==> src/rtl/shift_pkg.sv <==
// Shared definitions for the shift arbiter slice: FSM encoding and width helper.
// Latency: n/a (package only).
// Backpressure: n/a (package only).
package shift_pkg;

    // Sequencer states. Encoding is fixed so that debug views and any
    // downstream decode of the state register stay stable.
    typedef enum logic [1:0] {
        IDLE  = 2'd0,
        SHIFT = 2'd1,
        RESP  = 2'd2
    } state_t;

    // Ceiling log2 for sizing index fields. Returns 0 for value <= 1.
    function automatic int clog2(input int value);
        int r;
        int v;
        r = 0;
        v = value - 1;
        while (v > 0) begin
            r++;
            v = v >> 1;
        end
        return r;
    endfunction

endpackage

==> src/rtl/barrelShifter.sv <==
// Combinational rotate-left of an nBits operand by a nShifts-bit amount.
// Latency: zero cycles (pure combinational).
// Backpressure: none; output follows inputs.
//
// Ports:
//   in    operand
//   shift rotate amount (0 .. nBits-1)
//   out   in rotated left by shift
module barrelShifter #(
    parameter int nBits   = 8,
    parameter int nShifts = 3
) (
    input  logic [nBits-1:0]   in,
    input  logic [nShifts-1:0] shift,
    output logic [nBits-1:0]   out
);

    // Log-depth structure: stage k rotates by 2^k when shift[k] is set.
    // With nBits = 2^nShifts every stage amount is strictly below nBits,
    // so the right shift never degenerates.
    always_comb begin
        logic [nBits-1:0] v;
        v = in;
        for (int k = 0; k < nShifts; k++) begin
            if (shift[k]) begin
                v = (v << (1 << k)) | (v >> (nBits - (1 << k)));
            end
        end
        out = v;
    end

endmodule

==> src/rtl/rr_arbiter.sv <==
// Combinational round-robin pick: first asserted request at or after rr_ptr.
// Latency: zero cycles (pure combinational).
// Backpressure: none; the caller decides whether the grant is consumed.
//
// Ports:
//   req       request vector
//   rr_ptr    index where the priority scan starts (wraps modulo NREQ)
//   grant     one-hot grant, all-zero when no request
//   winner    encoded index of the granted request
//   any_valid at least one request asserted
module rr_arbiter
    import shift_pkg::*;
#(
    parameter int NREQ = 4,
    parameter int IDW  = clog2(NREQ)
) (
    input  logic [NREQ-1:0] req,
    input  logic [IDW-1:0]  rr_ptr,
    output logic [NREQ-1:0] grant,
    output logic [IDW-1:0]  winner,
    output logic            any_valid
);

    always_comb begin
        logic [IDW-1:0] idx;
        grant     = '0;
        winner    = '0;
        any_valid = 1'b0;
        idx       = '0;
        // Scan offsets from the pointer; the first hit wins and later hits
        // are ignored because any_valid is already set.
        for (int off = 0; off < NREQ; off++) begin
            idx = IDW'((int'(rr_ptr) + off) % NREQ);
            if (!any_valid && req[idx]) begin
                any_valid   = 1'b1;
                grant[idx]  = 1'b1;
                winner      = idx;
            end
        end
    end

endmodule

==> src/rtl/shift_arbiter.sv <==
// Shares one barrelShifter among NREQ requesters with round-robin grant and a tagged response port.
// Latency: accept at edge N -> rsp_valid in cycle N+2; at least 3 cycles per operation.
// Backpressure: RESP holds result until rsp_ready; req_ready stays low outside IDLE.
//
// Ports:
//   clk, rst             clock and synchronous active-high reset
//   req_valid/req_ready  per-requester handshake (req_ready at most one-hot)
//   req_data/req_shift   packed per-requester operand and rotate amount
//   rsp_valid/rsp_ready  response handshake
//   rsp_data/rsp_id      rotated result and index of the requester that owns it
//   busy                 sequencer is not in IDLE
module shift_arbiter
    import shift_pkg::*;
#(
    parameter int NREQ    = 4,
    parameter int nBits   = 8,
    parameter int nShifts = 3,
    parameter int IDW     = clog2(NREQ)
) (
    input  logic                      clk,
    input  logic                      rst,
    input  logic [NREQ-1:0]           req_valid,
    output logic [NREQ-1:0]           req_ready,
    input  logic [NREQ*nBits-1:0]     req_data,
    input  logic [NREQ*nShifts-1:0]   req_shift,
    output logic                      rsp_valid,
    input  logic                      rsp_ready,
    output logic [nBits-1:0]          rsp_data,
    output logic [IDW-1:0]            rsp_id,
    output logic                      busy
);

    state_t             state_q;
    state_t             state_d;

    logic [IDW-1:0]     rr_ptr;
    logic [IDW-1:0]     ptr_next;

    logic [NREQ-1:0]    grant;
    logic [IDW-1:0]     winner;
    logic               any_valid;

    logic [nBits-1:0]   sel_data;
    logic [nShifts-1:0] sel_shift;

    logic [nBits-1:0]   op_data;
    logic [nShifts-1:0] op_shift;
    logic [IDW-1:0]     op_id;

    logic [nBits-1:0]   shift_out;

    logic               accept;

    rr_arbiter #(
        .NREQ (NREQ),
        .IDW  (IDW)
    ) u_rr_arbiter (
        .req       (req_valid),
        .rr_ptr    (rr_ptr),
        .grant     (grant),
        .winner    (winner),
        .any_valid (any_valid)
    );

    barrelShifter #(
        .nBits   (nBits),
        .nShifts (nShifts)
    ) u_barrel_shifter (
        .in    (op_data),
        .shift (op_shift),
        .out   (shift_out)
    );

    // Winner's payload, picked straight off the packed request buses.
    assign sel_data  = req_data[int'(winner)*nBits +: nBits];
    assign sel_shift = req_shift[int'(winner)*nShifts +: nShifts];

    // The winner is always a valid requester, so a grant in IDLE is a
    // completed transfer.
    assign accept = (state_q == IDLE) && any_valid;

    // Pointer moves to the slot after the winner, wrapping at NREQ (which
    // need not be a power of two).
    assign ptr_next = (winner == IDW'(NREQ - 1)) ? '0 : winner + IDW'(1);

    // ------------------------------------------------------------------
    // FSM: state register
    // ------------------------------------------------------------------
    always_ff @(posedge clk) begin
        if (rst) begin
            state_q <= IDLE;
        end else begin
            state_q <= state_d;
        end
    end

    // ------------------------------------------------------------------
    // FSM: next-state logic
    // ------------------------------------------------------------------
    always_comb begin
        state_d = state_q;
        case (state_q)
            IDLE:    if (any_valid) state_d = SHIFT;
            SHIFT:   state_d = RESP;
            RESP:    if (rsp_ready) state_d = IDLE;
            default: state_d = IDLE;
        endcase
    end

    // ------------------------------------------------------------------
    // FSM: outputs
    // ------------------------------------------------------------------
    // req_ready is masked by rst so no requester sees a handshake on an
    // edge where the reset discards it anyway.
    always_comb begin
        req_ready = '0;
        rsp_valid = 1'b0;
        busy      = 1'b1;
        case (state_q)
            IDLE: begin
                busy = 1'b0;
                if (!rst) req_ready = grant;
            end
            SHIFT: begin
                rsp_valid = 1'b0;
            end
            RESP: begin
                rsp_valid = 1'b1;
            end
            default: begin
                busy = 1'b1;
            end
        endcase
    end

    // ------------------------------------------------------------------
    // Operand, pointer and response registers
    // ------------------------------------------------------------------
    // rsp_data/rsp_id are only loaded at the SHIFT edge, so they remain
    // stable through any length of RESP backpressure and keep the last
    // result visible while idle.
    always_ff @(posedge clk) begin
        if (rst) begin
            rr_ptr   <= '0;
            op_data  <= '0;
            op_shift <= '0;
            op_id    <= '0;
            rsp_data <= '0;
            rsp_id   <= '0;
        end else begin
            if (accept) begin
                op_data  <= sel_data;
                op_shift <= sel_shift;
                op_id    <= winner;
                rr_ptr   <= ptr_next;
            end
            if (state_q == SHIFT) begin
                rsp_data <= shift_out;
                rsp_id   <= op_id;
            end
        end
    end

endmodule

==> config.mk <==
export PLATFORM = sky130hd
export DESIGN_NAME = shift_arbiter
export DESIGN_NICKNAME = d
export VERILOG_FILES = /design/src/rtl/shift_pkg.sv /design/src/rtl/barrelShifter.sv /design/src/rtl/rr_arbiter.sv /design/src/rtl/shift_arbiter.sv
export SDC_FILE = /design/constraint.sdc
export NUM_CORES = 1
export LEC_CHECK = 0
export ABC_AREA = 1
export CAP_MARGIN = 20
export CORE_MARGIN = 8
export CORE_UTILIZATION = 44
export DETAILED_ROUTE_END_ITERATION = 16
export GPL_TIMING_DRIVEN = 0
export MAX_ROUTING_LAYER = met4
export PLACE_DENSITY = 0.81
export SYNTH_ARGS = -nofsm -noshare
export SYNTH_HDL_FRONTEND = slang
export SYNTH_HIERARCHICAL = 1
export SYNTH_SLANG_ARGS = --single-unit
export TNS_END_PERCENT = 10
==> constraint.sdc <==
create_clock -name clk -period 2.8 [get_ports clk]
set_clock_uncertainty 0.2 [all_clocks]
set_input_delay 0.28 -clock clk [delete_from_list [all_inputs] [get_ports clk]]
set_output_delay 0.28 -clock clk [all_outputs]
set_load 0.005 [all_outputs]
==> results of run 1 <==
## area by class of cell
cell class                      instances  area [µm²]  area share (%)
Multi-Input combinational cell        284        1470            46.0
Timing Repair Buffer                   68         668            21.0
Sequential cell                        27         548            17.2
Inverter                               56         224            7.03
Buffer                                 17         148            4.63
Tap cell                               70        87.6            2.75
Clock buffer                            4        45.0            1.41
## sequential cells by signal, indices dropped and copies added (netlist names)
signal and cells:
op_data 8, rsp_data 8, op_shift 3, op_id 2, rr_ptr 2, rsp_id 2, state_q 2
## kinds of logic (layout without fill, tap and decap cells)
| family | after synthesis | count (layout) | synth area share [%] |
|---|---|---|---|
| flops | 27 | 27 | 22.9 |
| fa+ha+maj | 6 | 6 | 3.18 |
| simple gates | 239 | 239 | 48.8 |
| buf+inv | 73 | 145 | 15.6 |
| compound gates | 39 | 39 | 9.49 |
## layer usage
layer	share of wire [%]	track usage, %	vias up
met5	0	-	-
met2	45	26.7	90
li1	-	-	1364
met3	7.2	3.68	8
met1	47	20.2	1126
met4	0.75	3.47	0
## cell usage after synthesis, types with 2 or more instances
| cell | number |
|---|---|
| sky130_fd_sc_hd__nand3_2 | 9 |
| sky130_fd_sc_hd__nand2_1 | 103 |
| sky130_fd_sc_hd__nand4_1 | 7 |
| sky130_fd_sc_hd__buf_4 | 4 |
| sky130_fd_sc_hd__nand2_4 | 2 |
| sky130_fd_sc_hd__nand3_1 | 65 |
| sky130_fd_sc_hd__nand2_2 | 16 |
| sky130_fd_sc_hd__a21oi_1 | 16 |
| sky130_fd_sc_hd__nor2_1 | 31 |
| sky130_fd_sc_hd__inv_1 | 48 |
| sky130_fd_sc_hd__buf_6 | 6 |
| sky130_fd_sc_hd__o21ai_0 | 3 |
| sky130_fd_sc_hd__a21oi_2 | 5 |
| sky130_fd_sc_hd__a21boi_0 | 4 |
| sky130_fd_sc_hd__dfxtp_1 | 27 |
| sky130_fd_sc_hd__o21ai_1 | 11 |
| sky130_fd_sc_hd__nor2_2 | 2 |
| sky130_fd_sc_hd__ha_1 | 6 |
| sky130_fd_sc_hd__inv_2 | 6 |
| sky130_fd_sc_hd__buf_2 | 6 |
## worst register-to-register path: cells and delay by family (launching register included)
family / cells / cell delay (ps)
flip-flops: 1 / 370
adder cells (fa/ha/maj): 1 / 300
buffers and inverters: 6 / 750
AND/OR/NAND/NOR: 9 / 810
## through the flow
| stage | hold slack (ps) | setup TNS, ps | setup slack, ps | cell area, µm² | power, µW |
|---|---|---|---|---|---|
| after floorplan | 229 | 0 | 312 | 2360 | 2610 |
| after global placement | 248 | -1320 | -205 | 3100 | 3200 |
| after detailed placement | 262 | -2360 | -262 | 3100 | 3270 |
| after CTS | 91.2 | 0 | 211 | 3190 | 3550 |
| after global routing | 86.3 | 0 | 27.4 | 3190 | 3920 |
| final | 92.1 | 0 | 197 | 3190 | 3550 |
## power by group through the flow
stage               registers, µW  clock network [µW]  logic, µW
floorplan                     637                   0       1980
global placement              651                   0       2550
detailed placement            662                   0       2600
CTS                           640                 221       2680
global route                  655                 240       3030
finish                        642                 217       2690
## timing repair
| action | CTS | global route |
|---|---|---|
| gates resized for setup | 11 | 0 |
| setup buffers | 3 | 0 |
| endpoints found under the setup margin | 17 | 0 |
## worst min path at each step
stage               startpoint          to  slack (ps)  cells past startpoint
finish                     rst  state_q[1]          90                      2
global route               rst  state_q[1]          90                      2
floorplan             op_id[0]    op_id[0]         230                      2
CTS                        rst  state_q[1]          90                      2
global placement      op_id[0]   rsp_id[0]         250                      2
detailed placement    op_id[0]    op_id[0]         260                      2
==> results.yml, run 1 <==
grt:
  antenna_found_initial: 0
  grt_first_pass_wirelength_um: 10400
  track_usage_pct: 16.4
  grt_pass1_vias: 2455
  grt_remaining_overflow: 0
  pin_count_of_the_biggest_net_entering_global_routing: 15
timing:
  setup_violations: 0
  max-slew-margin-rel_pct: 81.2
  maxClockFrequency_mhz: 384
  drv_slew: 0
  report.final.hold_viol_count: 0
  final.period_utilization_pct: 93.0
  grt_setup_unrepaired: "false"
  layout_min_cycle_time_ps: 2600
  timing_worst_slew_pin_value_ps: 282
cts:
  clkSinkCount: 27
  cts-buffers-inserted: 3
  max-clock-path-buffers: 2
  cts_tree: "done"
  cts.hold.buffers_added: 0
  clock_tree.htree_level_count: 1
  cts.root.buffer_cell: "sky130_fd_sc_hd__clkbuf_8"
  clkTransAtPathRegs_ps: 90
  source_to_sink_clock_delay_at_the_later_pin_of_the_worst_skew_pair_ps: 270
worst_setup_path:
  depth_of_the_most_critical_reg_to_reg_path: 16
  critPathRequiredTime_ps: 2320
  worstPathArrival_ps: 2120
  worstPathCellList: "clkinvlp_4, ha_4, inv_1, nand2_1, nand2_2, nor2_4, buf_6, nand3_1, nand3_1, nand2_1, nor2_1, dlygate4sd2_1"
  regToRegStartpoint: "rr_ptr[1]"
  worst_path_largest_cell_delay_ps: 370
  worstPathBufferInverterCount: 4
  cp-start-kind: "register"
  startpoint: "rr_ptr[1]"
  cp_slowest_cell: "sky130_fd_sc_hd__dfxtp_4"
  critPathCapture: "req_ready[1]"
  reg2reg_setup_slack_ps: 280
  reg2reg_to: "op_data[0]"
  crit_path_end_kind: "primary output"
  critical-path-top-delay-family: "simple AND/OR/NAND/NOR gates"
  worstPathMaxFanout: 10
  path_depth: 12
  setup.worst_path.class: "register to primary output"
cells_and_area:
  layout.cells.most_common: "sky130_fd_sc_hd__nand2_1"
  area.growth.synth_to_final_pct: 35.0
  instances_no_fill: 526
  layout.cells.most_common_list: "103 x sky130_fd_sc_hd__nand2_1, 65 x sky130_fd_sc_hd__nand3_1, 61 x sky130_fd_sc_hd__clkdlybuf4s50_1, 47 x sky130_fd_sc_hd__inv_1, 30 x sky130_fd_sc_hd__nor2_1"
  fin_util_pct: 62.0
  fillerInstances: 519
  finish.net_count: 514
  antenna-diode-count: 0
  drive_gt1_share_pct: 16.0
floorplan:
  fp-row-count: 26
  die_width_um: 89.2
  num_io_pins: 67
  dieArea_mm2: 0.00796
  initial_utilization_pct: 45.9
  core_outline_area_mm2: 0.00514
  dieHeight_um: 89.2
route:
  via_count: 2588
  final_antenna_net_count: 0
  route.detailed.drc: 0
  route.detailed.wl_per_inst_um: 12.0
  post_drt_via_cell_ratio: 4.92
  firstDrtPassIters: 4
  route.final.wire_length_um: 6300
  drt_first_iter_violations: 127
hold_path:
  holdCritPathClass: "input pin to register"
flow_run:
  max-cap-violations: 0
power_and_ir_drop:
  worst_ir_drop_vdd_mv: 0.804
  combPwrFrac_pct: 75.8
  power.internal_uw: 1740
  power.share.sequential_pct: 18.1
  power.share.clock_pct: 6.1
  net-switching-power_uw: 1820
  power.density_cell_area_mw_per_mm2: 1110
  power.switching_fraction_pct: 51.1
  p_leak_uw: 0.00158
placed_design:
  detailedPlacementHpwl_um: 5020
  place_inst: 519
  place.gp.congestion: 0.922
  total_of_buffers_placed_on_input_and_output_ports: 65
synth:
  ys.warnings.count: 6
  postSynthNetCount: 441
  synth-main-ff-cell: "sky130_fd_sc_hd__dfxtp_1"
  synth.top_cells.by_area: "sky130_fd_sc_hd__dfxtp_1 23%, sky130_fd_sc_hd__nand2_1 16%, sky130_fd_sc_hd__nand3_1 14%, sky130_fd_sc_hd__inv_1 7.6%, sky130_fd_sc_hd__nor2_1 4.9%"
  seq_area_frac_synth_pct: 22.9
  synth_edf_count: 0
  synth-seq-cells: 27
  post-synth-top-area-cell: "sky130_fd_sc_hd__dfxtp_1"
  yosys.cell_types.count: 27
  synth_largest_type_area_fraction_pct: 22.9
  syn_area_per_cell_um2: 6.15
  mappedNetlistArea_mm2: 0.00236
  post_synthesis_instance_total: 384
  ys_async_sr_fraction_pct: 0
status:
  result_of_the_run: "finished, final reports clean"
Note: power is estimated with default switching activity, not from simulation.
==> run 2: changes to the inputs <==
- CELL_PAD_IN_SITES_DETAIL_PLACEMENT: not set -> 0
- CELL_PAD_IN_SITES_GLOBAL_PLACEMENT: not set -> 1
- CORE_UTILIZATION: 44 -> 33
- PLACE_DENSITY: 0.81 -> 0.87
==> run 2 against run 1 <==
Hold slack improved by 2.2 ps; total power rose by 2.4%; first-iteration DRC count fell by 20%.
==> results.yml, run 2 (synthesis gave the netlist of run 1 again) <==
worst_setup_path:
  cp-start-kind: "register"
  cp_slowest_cell: "sky130_fd_sc_hd__dfxtp_4"
  worstPathMaxFanout: 8
  critPathRequiredTime_ps: 2320
  worstPathCellList: "clkinvlp_4, ha_4, inv_1, nand2_1, nand2_2, nor2_4, buf_6, buf_6, nand3_1, nand3_1, nand2_1, nor2_2, clkdlybuf4s15_1"
  setup.worst_path.class: "register to primary output"
  worst_path_largest_cell_delay_ps: 370
  crit_path_end_kind: "primary output"
  critical-path-top-delay-family: "buffers and inverters"
  worstPathBufferInverterCount: 5
  worstPathArrival_ps: 2200
grt:
  grt_remaining_overflow: 0
  pin_count_of_the_biggest_net_entering_global_routing: 15
  antenna_found_initial: 0
  grt_first_pass_wirelength_um: 11000
  grt_pass1_vias: 2483
  track_usage_pct: 13.3
route:
  final_antenna_net_count: 0
  route.detailed.wl_per_inst_um: 11.6
  route.final.wire_length_um: 6460
  drt_first_iter_violations: 102
  via_count: 2593
  post_drt_via_cell_ratio: 4.65
  firstDrtPassIters: 4
  route.detailed.drc: 0
timing:
  setup_violations: 0
  final.period_utilization_pct: 95.5
  grt_setup_unrepaired: "true"
  drv_slew: 0
  report.final.hold_viol_count: 0
  max-slew-margin-rel_pct: 85.1
  layout_min_cycle_time_ps: 2680
  maxClockFrequency_mhz: 374
  smallest_hold_slack_ps: 94.3
  timing_worst_slew_pin_value_ps: 223
  worst_slack_ps: 125
cells_and_area:
  layout.cells.most_common_list: "103 x sky130_fd_sc_hd__nand2_1, 65 x sky130_fd_sc_hd__nand3_1, 61 x sky130_fd_sc_hd__clkdlybuf4s50_1, 47 x sky130_fd_sc_hd__inv_1, 29 x sky130_fd_sc_hd__nor2_1"
  multi_input_area_mm2: 0.00147
  fillerInstances: 763
  drive_gt1_share_pct: 17.0
  antenna-diode-count: 0
  layout.cells.most_common: "sky130_fd_sc_hd__nand2_1"
  final-seq-area_um2: 548
  largestRegisters: "op_data x8, rsp_data x8, op_shift x3"
  area.growth.synth_to_final_pct: 38.2
  finish.net_count: 517
floorplan:
  initial_utilization_pct: 33.2
  num_io_pins: 67
  die_width_um: 101
  dieArea_mm2: 0.0101
  core_outline_area_mm2: 0.00710
  dieHeight_um: 101
  fp-row-count: 31
placed_design:
  total_of_buffers_placed_on_input_and_output_ports: 65
  dp_slack_ps: -296
  detailedPlacementHpwl_um: 5120
  place.gp.congestion: 0.880
status:
  result_of_the_run: "finished, final reports clean"
cts:
  clkSinkCount: 27
  max-clock-path-buffers: 2
  cts.root.buffer_cell: "sky130_fd_sc_hd__clkbuf_8"
  cts_tree: "done"
  source_to_sink_clock_delay_at_the_later_pin_of_the_worst_skew_pair_ps: 270
  clock_tree.htree_level_count: 1
  clkTransAtPathRegs_ps: 90
  cts-buffers-inserted: 3
hold_path:
  holdCritPathClass: "input pin to register"
power_and_ir_drop:
  worst_ir_drop_vdd_mv: 0.652
  total_power_uw: 3640
  power.density_cell_area_mw_per_mm2: 1120
  p_leak_uw: 0.00160
flow_run:
  max-cap-violations: 0
==> run 2: where the power goes <==
group / switching (µW) / internal, µW / leakage, µW / total (µW)
Clock: 121 / 102 / 0.0000228 / 223
Combinational: 1630 / 1150 / 0.00135 / 2780
Sequential: 102 / 536 / 0.000225 / 638
Total: 1850 / 1780 / 0.00160 / 3640
==> run 2: layout make-up <==
class,instances,area share [%]
Multi-Input combinational cell,284,45.2
Timing Repair Buffer,71,21.4
Sequential cell,27,16.8
Inverter,56,6.94
Buffer,17,4.53
Tap cell,99,3.80
Clock buffer,4,1.38
==> run 2: metrics by stage <==
step	cell area (µm²)	std cells	util [%]	setup TNS, ps
final	3260	558	46.0	0
after global routing	3260	558	46.0	-46.2
after CTS	3230	555	45.5	-57.2
after detailed placement	3130	548	44.2	-2770
after global placement	3130	548	44.2	-2000
after floorplan	2360	384	-	0
==> run 2: path summary, 6_finish.rpt <==
| kind | endpoint | startpoint | cells after the start | slack (ps) |
|---|---|---|---|---|
| worst max-delay path | req_ready[1] | rr_ptr[1] | 13 | 120 |
| worst min-delay path | state_q[1] | rst | 2 | 90 |
| worst max register to register | op_data[0] | rr_ptr[1] | 17 | 210 |
| worst min register to register | rsp_id[0] | op_id[0] | 2 | 280 |
==> run 2: timing repair <==
action,4_1_cts,5_1_grt
pin swaps,0,3
resized for setup,12,7
hold buffers,0,0
setup buffers,3,3
endpoints found under the hold margin,0,0
setup endpoints to repair,17,2
==> run 2: routing by layer <==
metal / track usage, % / share of wire (%) / wire (µm)
met1: 16.9 / 51 / 3280
met2: 21.5 / 43 / 2780
met3: 1.93 / 4.9 / 319
met4: 3.37 / 1.3 / 82
met5: - / 0 / 0
